## src/rtl/hpi_txn_seq.sv

```systemverilog
// hpi_txn_seq: HPI read/write strobe sequencer; define HPI_TXN_SEQ_MEMOP_EN for ADDRESS+DATA memory ops
module hpi_txn_seq #(
    parameter int SETUP_CYC  = 1,
    parameter int STROBE_CYC = 3,
    parameter int HOLD_CYC   = 2
) (
    input  logic        Clk,
    input  logic        Reset_N,
    input  logic        req_valid,
    output logic        req_ready,
    input  logic        req_write,
    input  logic        req_mem,
    input  logic [1:0]  req_addr,
    input  logic [15:0] req_maddr,
    input  logic [15:0] req_wdata,
    output logic        rsp_valid,
    output logic [15:0] rsp_rdata,
    output logic        busy,
    output logic [1:0]  hpi_address,
    output logic [15:0] hpi_data_out,
    input  logic [15:0] hpi_data_in,
    output logic        hpi_r_n,
    output logic        hpi_w_n,
    output logic        hpi_cs_n
);
    localparam int SC = (SETUP_CYC < 1) ? 1 : SETUP_CYC;
    localparam int TC = (STROBE_CYC < 1) ? 1 : STROBE_CYC;
    localparam int HC = (HOLD_CYC < 2) ? 2 : HOLD_CYC;
    localparam logic [7:0] SC_L = 8'(SC - 1);
    localparam logic [7:0] TC_L = 8'(TC - 1);
    localparam logic [7:0] HC_L = 8'(HC - 1);

    typedef enum logic [2:0] {
        IDLE,
        SETUP,
        STROBE,
        HOLD
`ifdef HPI_TXN_SEQ_MEMOP_EN
        , GAP
`endif
    } state_t;

    state_t      state_q;
    logic [7:0]  cnt_q;
    logic        wr_q;
    logic [15:0] cap_q;
    logic        ready_q, busy_q, cs_n_q, r_n_q, w_n_q, rsp_valid_q;
    logic [1:0]  addr_q;
    logic [15:0] dout_q, rdata_q;
`ifdef HPI_TXN_SEQ_MEMOP_EN
    logic        mem_q, wr2_q;
    logic [15:0] wdata2_q;
`else
    logic        unused_mem;
    assign unused_mem = ^{req_mem, req_maddr};
`endif

    always_ff @(posedge Clk) begin
        if (!Reset_N) begin
            state_q     <= IDLE;
            cnt_q       <= 8'd0;
            wr_q        <= 1'b0;
            cap_q       <= 16'd0;
            ready_q     <= 1'b0;
            busy_q      <= 1'b0;
            cs_n_q      <= 1'b1;
            r_n_q       <= 1'b1;
            w_n_q       <= 1'b1;
            addr_q      <= 2'd0;
            dout_q      <= 16'd0;
            rsp_valid_q <= 1'b0;
            rdata_q     <= 16'd0;
`ifdef HPI_TXN_SEQ_MEMOP_EN
            mem_q       <= 1'b0;
            wr2_q       <= 1'b0;
            wdata2_q    <= 16'd0;
`endif
        end else begin
            rsp_valid_q <= 1'b0;
            cnt_q       <= cnt_q + 8'd1;
            case (state_q)
                IDLE: begin
                    ready_q <= 1'b1;
                    if (ready_q && req_valid) begin
                        state_q <= SETUP;
                        cnt_q   <= 8'd0;
                        ready_q <= 1'b0;
                        busy_q  <= 1'b1;
                        cs_n_q  <= 1'b0;
                        addr_q  <= req_addr;
                        dout_q  <= req_wdata;
                        wr_q    <= req_write;
`ifdef HPI_TXN_SEQ_MEMOP_EN
                        mem_q    <= req_mem;
                        wr2_q    <= req_write;
                        wdata2_q <= req_wdata;
                        // Memory op starts with a write of the address to the ADDRESS register
                        if (req_mem) begin
                            addr_q <= 2'b10;
                            dout_q <= req_maddr;
                            wr_q   <= 1'b1;
                        end
`endif
                    end
                end
                SETUP: if (cnt_q == SC_L) begin
                    state_q <= STROBE;
                    cnt_q   <= 8'd0;
                    w_n_q   <= !wr_q;
                    r_n_q   <= wr_q;
                end
                STROBE: if (cnt_q == TC_L) begin
                    state_q <= HOLD;
                    cnt_q   <= 8'd0;
                    w_n_q   <= 1'b1;
                    r_n_q   <= 1'b1;
                end
                HOLD: begin
                    // Bus data arrives two cycles late through the registered I/O path
                    if (cnt_q == 8'd1) cap_q <= hpi_data_in;
                    if (cnt_q == HC_L) begin
                        cnt_q  <= 8'd0;
                        cs_n_q <= 1'b1;
`ifdef HPI_TXN_SEQ_MEMOP_EN
                        if (mem_q) begin
                            mem_q   <= 1'b0;
                            state_q <= GAP;
                        end else
`endif
                        begin
                            state_q     <= IDLE;
                            busy_q      <= 1'b0;
                            ready_q     <= 1'b1;
                            rsp_valid_q <= 1'b1;
                            if (!wr_q) rdata_q <= (cnt_q == 8'd1) ? hpi_data_in : cap_q;
                        end
                    end
                end
`ifdef HPI_TXN_SEQ_MEMOP_EN
                GAP: begin
                    state_q <= SETUP;
                    cnt_q   <= 8'd0;
                    cs_n_q  <= 1'b0;
                    addr_q  <= 2'b00;
                    dout_q  <= wdata2_q;
                    wr_q    <= wr2_q;
                end
`endif
                default: state_q <= IDLE;
            endcase
        end
    end

    assign req_ready    = ready_q;
    assign busy         = busy_q;
    assign hpi_cs_n     = cs_n_q;
    assign hpi_r_n      = r_n_q;
    assign hpi_w_n      = w_n_q;
    assign hpi_address  = addr_q;
    assign hpi_data_out = dout_q;
    assign rsp_valid    = rsp_valid_q;
    assign rsp_rdata    = rdata_q;
endmodule

```

## config.mk

```make
export PLATFORM = sky130hd
export DESIGN_NAME = hpi_txn_seq
export DESIGN_NICKNAME = d
export VERILOG_FILES = /design/src/rtl/hpi_txn_seq.sv
export SDC_FILE = /design/constraint.sdc
export NUM_CORES = 1
export LEC_CHECK = 0
export CAP_MARGIN = 25
export CORE_AREA = 2 2 110 59
export DETAILED_ROUTE_END_ITERATION = 10
export DIE_AREA = 0 0 112 61
export PLACE_DENSITY_LB_ADDON = 0.15
export SLEW_MARGIN = 15
export SYNTH_ARGS = -nofsm -noshare
export SYNTH_HDL_FRONTEND = slang
export SYNTH_SLANG_ARGS = --single-unit
```

## constraint.sdc

```tcl
create_clock -name Clk -period 1.64 [get_ports Clk]
set_input_delay 0.328 -clock Clk [delete_from_list [all_inputs] [get_ports Clk]]
set_output_delay 0.328 -clock Clk [all_outputs]
set_load 0.1 [all_outputs]
```

==> results.toml, run 1 <==
[run_status]
run_status = "finished, final reports clean"

[worst_setup_path]
r2r_cells = 6
ff2ff_setup_slack_ns = 0.03
start_kind = "register"
critPathKind = "register to register"
crit_buf_inv = 2
cp_num_cells = 6
path_delay_family = "simple AND/OR/NAND/NOR gates"
cp_max_fo = 16
max_stage_delay_ns = 0.57
r2r_start = "cnt_q[2]$_SDFF_PN0_"
crit_slowest_cell = "or4_4"
arrival_ns = 1.83
critPathRequiredTime_ns = 1.85
crit_path_end_kind = "register"
r2r-end = "rsp_rdata[5]$_SDFFE_PN0P_"
worstPathCellList = "or4_4 > nor4_4 > buf_6 > clkbuf_16 > nand3_1 > o21ai_0"

[final_layout]
drive_gt1_frac = 0.272
fillCellCount = 473
area_growth_pct = 78.1
num_antenna_cells = 0
fin_area_um2 = 3850
fin_nets = 405

[yosys]
yosysWarnings = 0
muxShareOfSynthArea = 0.00926
synth_edf_count = 0
synth.area.top_cells = "dfxtp_1 47%, nand2_1 11%, a21boi_0 6.6%"
ys_seq_elements = 51
yosys.area.top_type = "dfxtp_1"
synthSimpleGateAreaFrac = 0.253
synth_xor_area_frac = 0.0243
synth_cell_type_count = 33
synth-adder-area-share = 0.0521
synth_top_family_by_area = "simple AND/OR/NAND/NOR gates"
synth_top_flop_cell = "dfxtp_1"
syn-cell-area_um2 = 2160
syn_inst = 254
avgSynthCellArea_um2 = 8.51
synth_top_cell_area_share = 0.472
synth-async-reset-ratio = 0
syn_nets = 318
synth_compound_area_frac = 0.145
ys_seq_area_frac = 0.472

[power_and_ir_drop]
p_per_area_nw_per_um2 = 1280
total_power_mw = 4.92
power.leakage_nw = 1.46
vdd_ir_drop_max_mv = 0.811

[run]
drv_cap = 0

[floorplanning]
design.core.area_um2 = 5860
ios = 95
num_rows = 20
die_y_um = 61
start_util = 0.369
die_area_um2 = 6830
die_x_um = 112

[timing]
finalCritPeriodShare = 0.984
slew_headroom = 0.790
hold_violations = 0
worst_pin_slew_ns = 0.314
slew_violations = 0
rsz0062_at_grt = "yes"
fin_skew_ns = 0.00505
setup_viol_count_final = 0
period_minus_slack_ns = 1.61
fmax_mhz = 620
tns_ns = 0

[placement]
hpwl_um = 4050
gp_congestion = 0.794
numPortBuffers = 77
dpl_cell_area_um2 = 3500

[grt]
grt_pass1_wl_um = 8700
grt_overflow = 0
grt_max_degree = 33
grt_usage = 0.163
antenna_found_initial = 0
grt_pass1_vias = 1729

[clocking]
clkSinkCount = 51
clk_latency_ns = 0.28
cts-root-buf = "clkbuf_16"
cts_max_path_buffers = 2
cts_tree = "done"
htreeDepth = 2
clk_pin_slew_ns = 0.07
cts_hold_buf = 0
cts_buffers = 5

[routing]
wl_per_cell_um = 14.3
drc = 0
avgViaCountPerCell = 4.72
drtPass1Iterations = 4
vias = 1977
antenna_left = 0
drt_iter0_markers = 134
wirelength_um = 5980

[min_path]
hold_class = "input port to register"
min_from = "Reset_N"
whs_path_depth = 2
hold_end = "hpi_cs_n$_SDFFE_PN1P_"
[cell usage in the layout (no fill, tap or decap), types with 7 or more instances in the layout]
cell type        netlist  layout
a21boi_0              19      19
buf_12                 0      43
buf_4                  0      12
clkbuf_16              0       7
clkdlybuf4s50_1        0      36
dfxtp_1               51      44
nand2_1               63      62
nand3_1               22      20
nor2_1                13      13
o21ai_0               19      15
[worst max-delay path by stage]
stage	startpoint	endpoint
finish	cnt_q[2]$_SDFF_PN0_	rsp_rdata[5]$_SDFFE_PN0P_
global route	state_q[0]$_SDFFE_PN0P_	state_q[0]$_SDFFE_PN0P_
CTS	cnt_q[3]$_SDFF_PN0_	state_q[0]$_SDFFE_PN0P_
detailed placement	req_valid	cnt_q[6]$_SDFF_PN0_
global placement	req_valid	cnt_q[2]$_SDFF_PN0_
floorplan	cnt_q[2]$_SDFF_PN0_	rsp_rdata[10]$_SDFFE_PN0P_
[final cells by class]
class	instances	area, um^2	share of cell area
timing repair buffer	95	1380	0.358
multi-input combinational	183	1170	0.303
sequential	51	1040	0.270
clock buffer	7	143	0.0371
tap	77	96.3	0.0250
inverter	5	18.8	0.00488
clock inverter	1	8.76	0.00228
[flip-flops by register name, summed over array words and instances, names as in the netlist]
name / count
hpi_w_n: 1
wr_q: 1
hpi_data_out: 16
req_ready: 1
cnt_q: 8
hpi_cs_n: 1
state_q: 2
rsp_valid: 1
busy: 1
rsp_rdata: 16
hpi_address: 2
hpi_r_n: 1
[synthesized netlist by cell type, drive strengths merged, types with 5 or more instances]
library cell	n
nor2	13
xor2	5
clkbuf	11
ha	9
a21boi	19
nand3	22
dfxtp	51
nand2	63
o21ai	20
inv	5
[per-stage QoR]
stage	hold WS, ns	util	std cells	worst slack (ns)
5_1_grt	0.432	0.657	419	-0.0156
6_report	0.406	0.657	419	0.0259
3_5_place_dp	0.486	0.597	407	-0.104
3_3_place_gp	0.474	0.597	407	-0.0799
2_1_floorplan	0.458	-	254	0.00165
4_1_cts	0.396	0.626	416	0.00177
[power breakdown]
group	leakage, nW	switching, mW	total (mW)	internal (mW)
clock	0.0741	0.450	1.06	0.611
combinational	0.970	1.33	2.27	0.935
sequential	0.418	0.186	1.59	1.41
[timing repair]
action | 4_1_cts | 5_1_grt
buffers inserted | 1 | 1
endpoints found under the hold margin | 0 | 0
endpoints found under the setup margin | 17 | 30
resized for setup | 5 | 28
pin swaps | 0 | 4
cloned | 0 | 2
[worst reg2reg max path, delay by kind of cell, from the launching register on]
kind                   cells  cell delay, ns
and+or+nand+nor            3            0.80
buffers and inverters      2            0.34
DFF                        1            0.33
AOI/OAI and AO/OA          1            0.07
[logic make-up after synthesis]
kind of cell,count (synthesis)
compound gates,47
xor+xnor,6
fa+ha+maj,9
buf+inv,20
flops,51
mux,2
simple gates,119
[metal layers]
layer	up-vias	global-route usage	wire length (um)
met1	905	0.248	3300
li1	1022	-	-
met5	-	0	0
met2	45	0.231	2420
met3	5	0.0460	246
met4	0	0.0261	19
Note: power is estimated with default switching activity, not from simulation.
==> inputs of run 2 (changes only) <==
Settings changed: PLACE_DENSITY_LB_ADDON 0.15 to 0.12.
==> run 2 against run 1 <==
Die area unchanged. Cell count increased by 1.2%. Sequential share of layout area increased by 0.22 points. Largest cell class unchanged. Highest routed layer unchanged. Clock power about the same. Critical endpoint is now rsp_rdata[10]$_SDFFE_PN0P_. Global-route usage decreased by 0.13 points. Sequential power about the same. Flip-flop and latch count unchanged. Utilization decreased by 0.77 points. Wire length decreased by 6.1%. Critical path depth unchanged. First-iteration DRC count decreased by 19%.
==> results.toml, run 2 (same netlist as run 1, synthesis figures left out) <==
[placement]
pre_cts_ws_ns = -0.129
gp_congestion = 0.740
numPortBuffers = 77
hpwl_um = 4110

[run_status]
run_status = "finished, final reports clean"

[grt]
grt_overflow = 0
grt_pass1_vias = 1681
grt_max_degree = 33
grt_usage = 0.161
antenna_found_initial = 0
grt_pass1_wl_um = 8630

[power_and_ir_drop]
power.leakage_nw = 1.48
p_per_area_nw_per_um2 = 1280
vdd_ir_drop_max_mv = 0.669

[routing]
antenna_left = 0
wl_per_cell_um = 13.3
avgViaCountPerCell = 4.68
vias = 1983
drtPass1Iterations = 5
drc = 0
drt_iter0_markers = 108
wirelength_um = 5620

[floorplanning]
die_area_um2 = 6830
num_rows = 20
die_y_um = 61
ios = 95
start_util = 0.369
design.core.area_um2 = 5860
die_x_um = 112

[timing]
worst_pin_slew_ns = 0.326
finalCritPeriodShare = 0.980
period_minus_slack_ns = 1.61
slew_headroom = 0.781
tns_ns = 0
hold_violations = 0
setup_ws_ns = 0.0324
slew_violations = 0
fmax_mhz = 622
setup_viol_count_final = 0
fin_skew_ns = 0.00837

[final_layout]
drive_gt1_frac = 0.274
num_antenna_cells = 0
layout_common_cells = "62 x nand2_1, 45 x dfxtp_1, 41 x buf_12"
fillCellCount = 513
area_growth_pct = 76.0
layout_commonest_cell = "nand2_1"
fin_nets = 410
fin_util = 0.649

[clocking]
htreeDepth = 2
clkSinkCount = 51
cts_tree = "done"
cts_hold_buf = 0
cts-root-buf = "clkbuf_16"
cts_max_path_buffers = 2
clk_pin_slew_ns = 0.07
cts_buffers = 5
clk_latency_ns = 0.29

[run]
drv_cap = 0

[worst_setup_path]
critPathKind = "register to register"
start_kind = "register"
cp_max_fo = 16
arrival_ns = 1.82
critPathRequiredTime_ns = 1.86
crit_path_end_kind = "register"

[min_path]
hold_class = "input port to register"
## run 2: final cells by class
cell class / count / area, um^2 / area share
Tap cell: 77 / 96.3 / 0.0253
Multi-Input combinational cell: 183 / 1100 / 0.290
Clock inverter: 2 / 15.0 / 0.00395
Sequential cell: 51 / 1030 / 0.272
Inverter: 5 / 18.8 / 0.00494
Clock buffer: 6 / 139 / 0.0365
Timing Repair Buffer: 100 / 1400 / 0.368
## run 2: routing by layer
layer | share of wire | global-route usage
met5 | 0 | 0
met4 | 0.0071 | 0.0418
met3 | 0.054 | 0.0460
met2 | 0.39 | 0.221
met1 | 0.55 | 0.247
## run 2: repair_timing
action / 4_1_cts / 5_1_grt
pin swaps: 0 / 4
endpoints found under the setup margin: 21 / 35
buffers inserted: 0 / 1
resized for setup: 6 / 16
gates cloned: 0 / 2
## run 2: report_power, final
part / internal, mW / leakage (nW) / switching, mW / total, mW
logic: 0.935 / 0.984 / 1.32 / 2.25
clock network: 0.611 / 0.0774 / 0.451 / 1.06
registers: 1.40 / 0.417 / 0.158 / 1.56
total: 2.95 / 1.48 / 1.93 / 4.87
## run 2: final timing paths
| path | start | end | slack (ns) | cells after the start |
|---|---|---|---|---|
| worst max-delay path | cnt_q[2]$_SDFF_PN0_ | rsp_rdata[10]$_SDFFE_PN0P_ | 0.03 | 6 |
| worst min-delay path | Reset_N | hpi_data_out[11]$_SDFFE_PN0P_ | 0.38 | 2 |
| worst max register to register | cnt_q[2]$_SDFF_PN0_ | rsp_rdata[10]$_SDFFE_PN0P_ | 0.03 | 6 |
| worst min register to register | rsp_rdata[1]$_SDFFE_PN0P_ | rsp_rdata[1]$_SDFFE_PN0P_ | 0.49 | 2 |
## run 2: stage by stage
step | area [um^2] | power, mW | std cells | hold slack, ns
floorplan | 2170 | 2.83 | 254 | 0.458
global placement | 3520 | 3.68 | 413 | 0.477
detailed placement | 3520 | 3.72 | 413 | 0.481
CTS | 3690 | 4.82 | 421 | 0.372
global route | 3800 | 5.11 | 424 | 0.381
finish | 3800 | 4.87 | 424 | 0.379
## run 2: critical path, stage by stage, from the launching register on
cell and delay [ns]:
dfxtp_2 0.33, or4_4 0.56, nor4_4 0.16, buf_6 0.17, clkbuf_16 0.16, nand3_1 0.08, o21ai_0 0.08
